File: src/rtl/prop_sequencer_if.sv
// Handshake and layer-enable bundle between the propagation sequencer and the
// unit-layer array; state_dbg_out exposes the FSM state (IDLE=0 .. DONE=5).
interface prop_sequencer_if #(
   parameter int NUM_LAYERS = 4
);
   // Valid/ready: a sample transfers on a rising edge where sample_valid_in and
   // sample_ready_out are both high and stop_in is low (stop_in wins and leaves
   // WAIT instead). Ready is registered and is high exactly while in WAIT;
   // valid may rise or fall in any cycle without a transfer penalty.
   logic                  start_in;
   logic                  stop_in;
   logic                  sample_valid_in;
   logic                  sample_ready_out;
   logic [NUM_LAYERS-1:0] fd_prop_out;
   logic [NUM_LAYERS-1:0] bk_prop_out;
   logic                  loss_strobe_out;
   logic [3:0]            layer_idx_out;
   logic [7:0]            sample_count_out;
   logic                  batch_done_out;
   logic                  busy_out;
   logic [2:0]            state_dbg_out;

   modport master (
      output start_in, stop_in, sample_valid_in,
      input  sample_ready_out, fd_prop_out, bk_prop_out, loss_strobe_out,
             layer_idx_out, sample_count_out, batch_done_out, busy_out,
             state_dbg_out
   );

   modport slave (
      input  start_in, stop_in, sample_valid_in,
      output sample_ready_out, fd_prop_out, bk_prop_out, loss_strobe_out,
             layer_idx_out, sample_count_out, batch_done_out, busy_out,
             state_dbg_out
   );
endinterface

File: src/rtl/prop_sequencer.sv
// Sequences one training sample through the layer array: forward sweep, loss
// latch, backward sweep, then batch bookkeeping. All outputs are registered.
module prop_sequencer #(
   parameter int NUM_LAYERS = 4,
   parameter int BATCH_SIZE = 8
) (
   input logic             clk_in,
   input logic             rst_in,
   prop_sequencer_if.slave bus
);
   typedef enum logic [2:0] {
      S_IDLE = 3'd0,
      S_WAIT = 3'd1,
      S_FWD  = 3'd2,
      S_LOSS = 3'd3,
      S_BWD  = 3'd4,
      S_DONE = 3'd5
   } state_e;

   localparam logic [3:0]            LAST_IDX  = 4'(NUM_LAYERS - 1);
   localparam logic [7:0]            BATCH_LIM = 8'(BATCH_SIZE);
   localparam logic [NUM_LAYERS-1:0] ONE_HOT0  = NUM_LAYERS'(1);

   state_e                state_q, state_d;
   logic [3:0]            idx_q, idx_d;
   logic [7:0]            count_q, count_d;
   logic [7:0]            count_inc;
   logic                  ready_q, ready_d;
   logic                  busy_q, busy_d;
   logic                  loss_q, loss_d;
   logic                  batch_q, batch_d;
   logic [3:0]            lidx_q, lidx_d;
   logic [NUM_LAYERS-1:0] fd_q, fd_d;
   logic [NUM_LAYERS-1:0] bk_q, bk_d;

   always_comb begin
      state_d   = state_q;
      idx_d     = idx_q;
      count_d   = count_q;
      batch_d   = 1'b0;
      count_inc = count_q + 8'd1;
      case (state_q)
         S_IDLE: if (bus.start_in) state_d = S_WAIT;
         S_WAIT: begin
            if (bus.stop_in) begin
               state_d = S_IDLE;
            end else if (bus.sample_valid_in) begin
               state_d = S_FWD;
               idx_d   = 4'd0;
            end
         end
         S_FWD: begin
            if (idx_q == LAST_IDX) state_d = S_LOSS;
            else                   idx_d   = idx_q + 4'd1;
         end
         S_LOSS: begin
            state_d = S_BWD;
            idx_d   = LAST_IDX;
         end
         S_BWD: begin
            // The count moves on entry to DONE so the DONE cycle shows the new total.
            if (idx_q == 4'd0) begin
               state_d = S_DONE;
               if (count_inc == BATCH_LIM) begin
                  count_d = 8'd0;
                  batch_d = 1'b1;
               end else begin
                  count_d = count_inc;
               end
            end else begin
               idx_d = idx_q - 4'd1;
            end
         end
         S_DONE: begin
            state_d = bus.stop_in ? S_IDLE : S_WAIT;
            idx_d   = 4'd0;
         end
         default: state_d = S_IDLE;
      endcase
   end

   // Output decode from the next state so each output lands in a flop.
   always_comb begin
      ready_d = (state_d == S_WAIT);
      busy_d  = (state_d != S_IDLE);
      loss_d  = (state_d == S_LOSS);
      fd_d    = '0;
      bk_d    = '0;
      lidx_d  = 4'd0;
      if (state_d == S_FWD) begin
         fd_d   = ONE_HOT0 << idx_d;
         lidx_d = idx_d;
      end else if (state_d == S_BWD) begin
         bk_d   = ONE_HOT0 << idx_d;
         lidx_d = idx_d;
      end else if (state_d == S_LOSS) begin
         lidx_d = LAST_IDX;
      end
   end

   always_ff @(posedge clk_in) begin
      if (rst_in) begin
         state_q <= S_IDLE;
         idx_q   <= 4'd0;
         count_q <= 8'd0;
         ready_q <= 1'b0;
         busy_q  <= 1'b0;
         loss_q  <= 1'b0;
         batch_q <= 1'b0;
         lidx_q  <= 4'd0;
         fd_q    <= '0;
         bk_q    <= '0;
      end else begin
         state_q <= state_d;
         idx_q   <= idx_d;
         count_q <= count_d;
         ready_q <= ready_d;
         busy_q  <= busy_d;
         loss_q  <= loss_d;
         batch_q <= batch_d;
         lidx_q  <= lidx_d;
         fd_q    <= fd_d;
         bk_q    <= bk_d;
      end
   end

   assign bus.sample_ready_out = ready_q;
   assign bus.busy_out         = busy_q;
   assign bus.loss_strobe_out  = loss_q;
   assign bus.batch_done_out   = batch_q;
   assign bus.layer_idx_out    = lidx_q;
   assign bus.sample_count_out = count_q;
   assign bus.fd_prop_out      = fd_q;
   assign bus.bk_prop_out      = bk_q;
   assign bus.state_dbg_out    = state_q;
endmodule

File: src/flat_wrapper.sv
// flat-port wrapper written by rule: the top's interface ports become plain ports
module prop_sequencer_flat 
#(
   parameter int NUM_LAYERS = 4,
   parameter int BATCH_SIZE = 8
)
  (clk_in, rst_in, bus_start_in, bus_stop_in, bus_sample_valid_in, bus_sample_ready_out, bus_fd_prop_out, bus_bk_prop_out, bus_loss_strobe_out, bus_layer_idx_out, bus_sample_count_out, bus_batch_done_out, bus_busy_out, bus_state_dbg_out);
  prop_sequencer_if #(.NUM_LAYERS(NUM_LAYERS)) bus_i ();
  input logic clk_in;
  input logic rst_in;
  input wire logic [$bits(bus_i.start_in)-1:0] bus_start_in;
  input wire logic [$bits(bus_i.stop_in)-1:0] bus_stop_in;
  input wire logic [$bits(bus_i.sample_valid_in)-1:0] bus_sample_valid_in;
  output wire logic [$bits(bus_i.sample_ready_out)-1:0] bus_sample_ready_out;
  output wire logic [$bits(bus_i.fd_prop_out)-1:0] bus_fd_prop_out;
  output wire logic [$bits(bus_i.bk_prop_out)-1:0] bus_bk_prop_out;
  output wire logic [$bits(bus_i.loss_strobe_out)-1:0] bus_loss_strobe_out;
  output wire logic [$bits(bus_i.layer_idx_out)-1:0] bus_layer_idx_out;
  output wire logic [$bits(bus_i.sample_count_out)-1:0] bus_sample_count_out;
  output wire logic [$bits(bus_i.batch_done_out)-1:0] bus_batch_done_out;
  output wire logic [$bits(bus_i.busy_out)-1:0] bus_busy_out;
  output wire logic [$bits(bus_i.state_dbg_out)-1:0] bus_state_dbg_out;
  assign bus_i.start_in = bus_start_in;
  assign bus_i.stop_in = bus_stop_in;
  assign bus_i.sample_valid_in = bus_sample_valid_in;
  assign bus_sample_ready_out = bus_i.sample_ready_out;
  assign bus_fd_prop_out = bus_i.fd_prop_out;
  assign bus_bk_prop_out = bus_i.bk_prop_out;
  assign bus_loss_strobe_out = bus_i.loss_strobe_out;
  assign bus_layer_idx_out = bus_i.layer_idx_out;
  assign bus_sample_count_out = bus_i.sample_count_out;
  assign bus_batch_done_out = bus_i.batch_done_out;
  assign bus_busy_out = bus_i.busy_out;
  assign bus_state_dbg_out = bus_i.state_dbg_out;
  prop_sequencer #(.NUM_LAYERS(NUM_LAYERS), .BATCH_SIZE(BATCH_SIZE)) u_core (.clk_in(clk_in), .rst_in(rst_in), .bus(bus_i));
endmodule
File: config.mk
export PLATFORM = sky130hd
export DESIGN_NAME = prop_sequencer_flat
export DESIGN_NICKNAME = d
export VERILOG_FILES = /design/src/rtl/prop_sequencer_if.sv /design/src/rtl/prop_sequencer.sv /design/src/flat_wrapper.sv
export SDC_FILE = /design/constraint.sdc
export NUM_CORES = 1
export LEC_CHECK = 0
export BUFFER_PORTS_ARGS = -buffer_cell sky130_fd_sc_hd__buf_4
export CORE_ASPECT_RATIO = 0.75
export CORE_MARGIN = 4
export CORE_UTILIZATION = 45
export DETAILED_ROUTE_END_ITERATION = 8
export HOLD_SLACK_MARGIN = 0.15
export PLACE_DENSITY = 0.75
export SYNTH_ARGS = -nofsm -noshare
export SYNTH_HDL_FRONTEND = slang
export SYNTH_SLANG_ARGS = --single-unit
export TNS_END_PERCENT = 10
File: constraint.sdc
create_clock -name clk_in -period 2.15 [get_ports clk_in]
set_input_delay 0.1075 -clock clk_in [delete_from_list [all_inputs] [get_ports clk_in]]
set_output_delay 0.1075 -clock clk_in [all_outputs]
set_load 0.1 [all_outputs]
=== After elaboration in Yosys (flattened, before gate mapping) ===
Index checks and enable logic that the tools add are counted.

* Register bits after elaboration: 31
* Output and inout bits: 27

* Shift operators: 1
* Reductions and logical operators: 7
* Muxes and demuxes: 17
* Equal/unequal tests: 11
* Bitwise gates (word level): 4
* $add $sub $neg: 3

{| class="wikitable"
|+ Operators by type and width
! operator !! number
|-
| 4-bit two-way mux || 6
|-
| 4-bit case mux with 5 select lines || 1
|-
| 3-bit case mux with 6 select lines || 1
|-
| 3-bit two-way mux || 5
|-
| 3-bit by 2-bit == test with 1-bit output (second input constant) || 4
|-
| 3-bit == test (second input constant) || 3
|-
| 8-bit by 1-bit adder with 8-bit output (second input constant) || 1
|-
| 8-bit by 4-bit == test with 1-bit output (second input constant) || 1
|-
| 8-bit two-way mux || 1
|-
| 3-bit by 1-bit == test with 1-bit output (second input constant) || 2
|-
| 3-bit OR reduction || 2
|-
| 4-bit by 1-bit adder with 4-bit output (second input constant) || 1
|-
| 4-bit by 2-bit == test with 1-bit output (second input constant) || 1
|-
| 4-bit zero test || 1
|-
| 1-bit inverter || 4
|-
| 1-bit by 4-bit left shift with 4-bit output (first input constant) || 1
|-
| 4-bit by 1-bit subtractor with 4-bit output (second input constant) || 1
|-
| 3-bit zero test || 1
|-
| 3-bit nonzero test || 1
|-
| 1-bit two-way mux || 2
|-
| 2-bit two-way mux || 1
|-
| 2-bit AND reduction || 1
|-
| 2-bit OR reduction || 1
|}

=== Longest topological paths before layout ===
* Depth in word-level cells: 7
* Gate-level depth with buffers: 8
* Depth with buffers taken out: 7

=== Worst setup path after synthesis ===
Ideal clock, no wire load.

* Path kind: register to register
* Start: register u_core.state_q[0], in the netlist u_core.bus.state_dbg_out[0]
* End: register u_core.lidx_q[0], in the netlist u_core.bus.layer_idx_out[0]
* Library setup time: 0.069 ns
* Path slack: -0.183 ns
* Clock period less this slack: 2.333 ns
* Buffers on the path: 1
* Required time: 2.081 ns
* Arrival: 2.264 ns
* Stages on the path, launching flop included: 7
* Path through: dfxtp_1 -> buf_4 -> nor3b_1 -> a22oi_2 -> o21ai_1 -> or3_4 -> o21ai_1

* Word-level cells in the longest chain between the ends: 7

{| class="wikitable"
|+ Ends and longest elaborated chain
! element !! line !! source
|-
| from (decl) || prop_sequencer.sv:24 || <nowiki>state_e state_q, state_d;</nowiki>
|-
| from (signal assigned) || prop_sequencer.sv:114 || <nowiki>state_q <= state_d;</nowiki>
|-
| 3-bit two-way mux || prop_sequencer.sv:47 || <nowiki>end else if (bus.sample_valid_in) begin</nowiki>
|-
| 3-bit two-way mux || prop_sequencer.sv:45 || <nowiki>if (bus.stop_in) begin</nowiki>
|-
| 3-bit case mux with 6 select lines || prop_sequencer.sv:42 || <nowiki>case (state_q)</nowiki>
|-
| 3-bit by 2-bit == test with 1-bit output || prop_sequencer.sv:96 || <nowiki>end else if (state_d == S_LOSS) begin</nowiki>
|-
| 2-bit two-way mux || prop_sequencer.sv:96 ||
|-
| 4-bit two-way mux || prop_sequencer.sv:93 || <nowiki>end else if (state_d == S_BWD) begin</nowiki>
|-
| 4-bit two-way mux * || prop_sequencer.sv:90 || <nowiki>if (state_d == S_FWD) begin</nowiki>
|-
| to (signal assigned) || prop_sequencer.sv:121 || <nowiki>lidx_q <= lidx_d;</nowiki>
|-
| to (decl) || prop_sequencer.sv:32 || <nowiki>logic [3:0] lidx_q, lidx_d;</nowiki>
|}

Every way passes the cells marked *; elsewhere a longest branch is shown, timed or not.
A chain may end at the register's enable or synchronous reset.

=== Worst setup path in the final report ===
* Start: register u_core.idx_q[1]
* End: register u_core.bk_q[0], in the netlist u_core.bus.bk_prop_out[0]

* Word-level cells in the longest chain between the ends: 6

{| class="wikitable"
|+ Ends and longest elaborated chain
! element !! line !! source
|-
| from (decl) || prop_sequencer.sv:25 || <nowiki>logic [3:0] idx_q, idx_d;</nowiki>
|-
| from (signal assigned) || prop_sequencer.sv:115 || <nowiki>idx_q <= idx_d;</nowiki>
|-
| 4-bit by 2-bit == test with 1-bit output or 4-bit zero test (tied branches) || prop_sequencer.sv:53, prop_sequencer.sv:62 ||
|-
| 3-bit two-way mux (on tied branches) || prop_sequencer.sv:53, prop_sequencer.sv:62 ||
|-
| 3-bit case mux with 6 select lines || prop_sequencer.sv:42 ||
|-
| 3-bit == test || prop_sequencer.sv:93 ||
|-
| 1-bit inverter (no line) || -- ||
|-
| 3-bit OR reduction (no line) || -- ||
|-
| to (signal assigned) || prop_sequencer.sv:123 || <nowiki>bk_q <= bk_d;</nowiki>
|-
| to (decl) || prop_sequencer.sv:34 || <nowiki>logic [NUM_LAYERS-1:0] bk_q, bk_d;</nowiki>
|}

Parallel ways exist; a longest one is shown, timed or not.

==> flow_metrics.tcl <==
set metrics [dict create \
    ioPinCount 32 \
    ys.flop_type "dfxtp_1" \
    first_pass_iters 4 \
    clkSlewWorstSetupHoldPaths_ns 0.07 \
    gp_congestion 0.8902 \
    syn_nets 165 \
    max-cap-violations 0 \
    die_x_um 73.86 \
    drtIter0Drc 58 \
    track_usage 0.1660 \
    crit_slowest_cell "dfxtp_2" \
    setup_viol 0 \
    rsz0062_at_grt "false" \
    initial_core_util 0.4847 \
    cp-start-kind "register" \
    powerDensity_nw_per_um2 707.2 \
    syn2layout_area_growth_pct 28.63 \
    total_power_uw 1332 \
    fin_util 0.6234 \
    cts_root_buffer "clkbuf_8" \
    min_period_ns 2.044 \
    finalNetCount 200 \
    clock_sinks 31 \
    outcome "complete, no violations" \
    final_cells 231 \
    grt-ovfl-total 0 \
    dpl.hpwl_mm 2.447 \
    whs_ns 0.2160 \
    fin_tns_setup_ns 0 \
    rows 17 \
    final.setup_skew_ns 0.008284 \
    place.port_buffers 31 \
    insertion_delay_ns 0.28 \
    ys_async_sr_fraction 0 \
    crit_path_max_fanout 6 \
    drive_gt1_frac 0.3368 \
    num_vias 1258 \
    grt_pass1_vias 1220 \
    clk_path_buf_depth 2 \
    cts_tree "yes" \
    grt_max_degree 20 \
    crit_path_end_kind "register" \
    grt_pass1_wl_mm 5.582 \
    drc 0 \
    worstPathRequired_ns 2.35 \
    coreArea_um2 3020 \
    avgSynthCellArea_um2 9.324 \
    cp.arrival_ns 2.24 \
    relSlewSlack 0.6894 \
    p_leak_uw 0.0007770 \
    routed_via_density 5.446 \
    crit_chain "inv_1 > ha_1 > and4bb_1 > a22oi_2 > nand2_2 > a211o_1 > nor3_1" \
    critPathKind "register to register" \
    synth-warning-count 0 \
    place_inst 220 \
    synth_cells 157 \
    ant_nets 0 \
    syn_area_um2 1464 \
    chipHeight_um 57.40 \
    yosysUniqueCellTypes 51 \
    synth-seq-area-share 0.4239 \
    dieArea_um2 4239 \
    antenna_found_initial 0 \
    ys_ff_latch 31 \
    fmax_mhz 489.3 \
    slew_viol_final 0 \
    synth_edf_count 0 \
    worst_hold_path_type "input pin to register" \
    fin_crit_sh 0.9506 \
    htreeDepth 2 \
    drt-total-wl_mm 3.495 \
    n_antenna_cell 0 \
    critPathBufInv 1 \
    post_drt_wl_per_cell_um 15.13 \
    max_stage_delay_ns 0.40 \
    hold_viol 0 \
    worstMarginPinSlew_ns 0.4642 \
    peakVddDrop_mv 0.5663 \
    cp_top_family "simple AND/OR/NAND/NOR gates" \
    cts-buffers-inserted 5 \
]
-- repair_timing --
| item | CTS | global route |
|---|---|---|
| setup endpoints to repair | 0 | 11 |
| gates resized for setup | 0 | 6 |
| buffers inserted | 0 | 2 |
| hold endpoints to repair | 1 | 0 |
| hold buffers | 1 | 0 |
-- metrics by stage --
| stage | worst slack [ns] | cell area [um^2] |
|---|---|---|
| 6_report | 0.1062 | 1883 |
| 3_3_place_gp | 0.1091 | 1714 |
| 3_5_place_dp | 0.1137 | 1714 |
| 2_1_floorplan | -0.04151 | 1469 |
| 5_1_grt | 0.0002409 | 1883 |
| 4_1_cts | 0.08923 | 1842 |
-- Yosys cell counts, types with 2 or more instances --
library cell / count / area, um^2
a211oi_2: 2 / 25.02
nor2_1: 15 / 56.30
xor2_1: 5 / 43.79
o21ai_1: 3 / 15.01
dfxtp_1: 31 / 620.6
clkbuf_1: 2 / 7.510
buf_4: 3 / 22.52
ha_1: 3 / 37.54
nor3_1: 14 / 70.07
o21a_1: 2 / 15.01
nand3b_1: 3 / 22.52
nand2_1: 10 / 37.54
a31oi_1: 3 / 18.77
a211o_1: 3 / 26.28
o211ai_1: 2 / 15.01
nand3_1: 3 / 15.01
nand2b_1: 4 / 25.02
nor2b_1: 2 / 12.51
a21oi_1: 4 / 20.02
nor3b_1: 2 / 15.01
xnor2_1: 3 / 26.28
and2_1: 2 / 12.51
inv_1: 7 / 26.28
nand4_1: 2 / 12.51
-- sequential cells by signal (all words and copies together), names as in the netlist --
signal and count:
u_core.bus.batch_done_out 1, u_core.idx_q 4, u_core.bus.sample_ready_out 1, u_core.bus.loss_strobe_out 1, u_core.bus.busy_out 1, u_core.bus.layer_idx_out 4
u_core.bus.fd_prop_out 4, u_core.bus.bk_prop_out 4, u_core.bus.sample_count_out 8, u_core.bus.state_dbg_out 3
-- final timing paths --
kind | startpoint | end | slack (ns) | depth (start not counted)
worst min register to register | u_core.bus.sample_count_out[1]$_SDFFE_PP0P_ | u_core.bus.sample_count_out[1]$_SDFFE_PP0P_ | 0.53 | 2
worst min-delay path | bus_sample_valid_in | u_core.bus.state_dbg_out[1]$_SDFF_PP0_ | 0.22 | 3
worst max-delay path | u_core.idx_q[1]$_SDFF_PP0_ | u_core.bus.bk_prop_out[0]$_SDFF_PP0_ | 0.11 | 7
worst max register to register | u_core.idx_q[1]$_SDFF_PP0_ | u_core.bus.bk_prop_out[0]$_SDFF_PP0_ | 0.11 | 7
-- per-layer routing --
| layer | vias up | GRT usage | wire length [um] |
|---|---|---|---|
| met5 | - | 0 | 0 |
| met4 | 0 | 0.04393 | 34 |
| met3 | 5 | 0.06162 | 211 |
| met2 | 28 | 0.2576 | 1626 |
| met1 | 594 | 0.2166 | 1623 |
| li1 | 631 | - | - |
-- cell usage in the layout (no fill, tap or decap), types with 2 or more instances in the layout --
cell type and count:
a211o_1 3, a21oi_1 4, a31oi_1 3, and2_1 2, buf_4 33, clkbuf_8 6
dfxtp_1 25, dfxtp_2 6, ha_1 3, inv_1 7, nand2_1 10, nand2b_1 4
nand3_1 3, nand3b_1 3, nand4_1 2, nor2_1 15, nor2b_1 2, nor3_1 13
nor3b_1 2, o211ai_1 2, o21a_1 2, o21ai_1 2, xnor2_1 3, xor2_1 5
-- final cells by class --
class                           count  area, um^2
Fill cell                         256        1137
Multi-Input combinational cell    113       805.8
Sequential cell                    31       628.1
Timing Repair Buffer               34       257.7
Clock buffer                        6       82.58
Tap cell                           38       47.55
Clock inverter                      2       35.03
Inverter                            7       26.28
-- tightest hold or removal path, delay by kind of cell --
kind,cells,cell delay (ns)
AOI/OAI and AO/OA,1,0.09
buffers and inverters,1,0.12
and+or+nand+nor,1,0.12
-- logic make-up (layout without fill, tap and decap cells) --
kind of cell,count (synthesis),after routing,synth area share
xor+xnor,8,8,0.04787
buf+inv,13,49,0.04188
mux,1,1,0.007692
flops,31,31,0.4239
simple gates,70,70,0.2718
compound gates,31,31,0.1812
fa+ha+maj,3,3,0.02564
-- power breakdown --
group          switching (uW)  internal (uW)
sequential               12.3            584
combinational             106           42.7
clock                     211            375
total                     330           1000
Note: power is estimated with default switching activity, not from simulation.
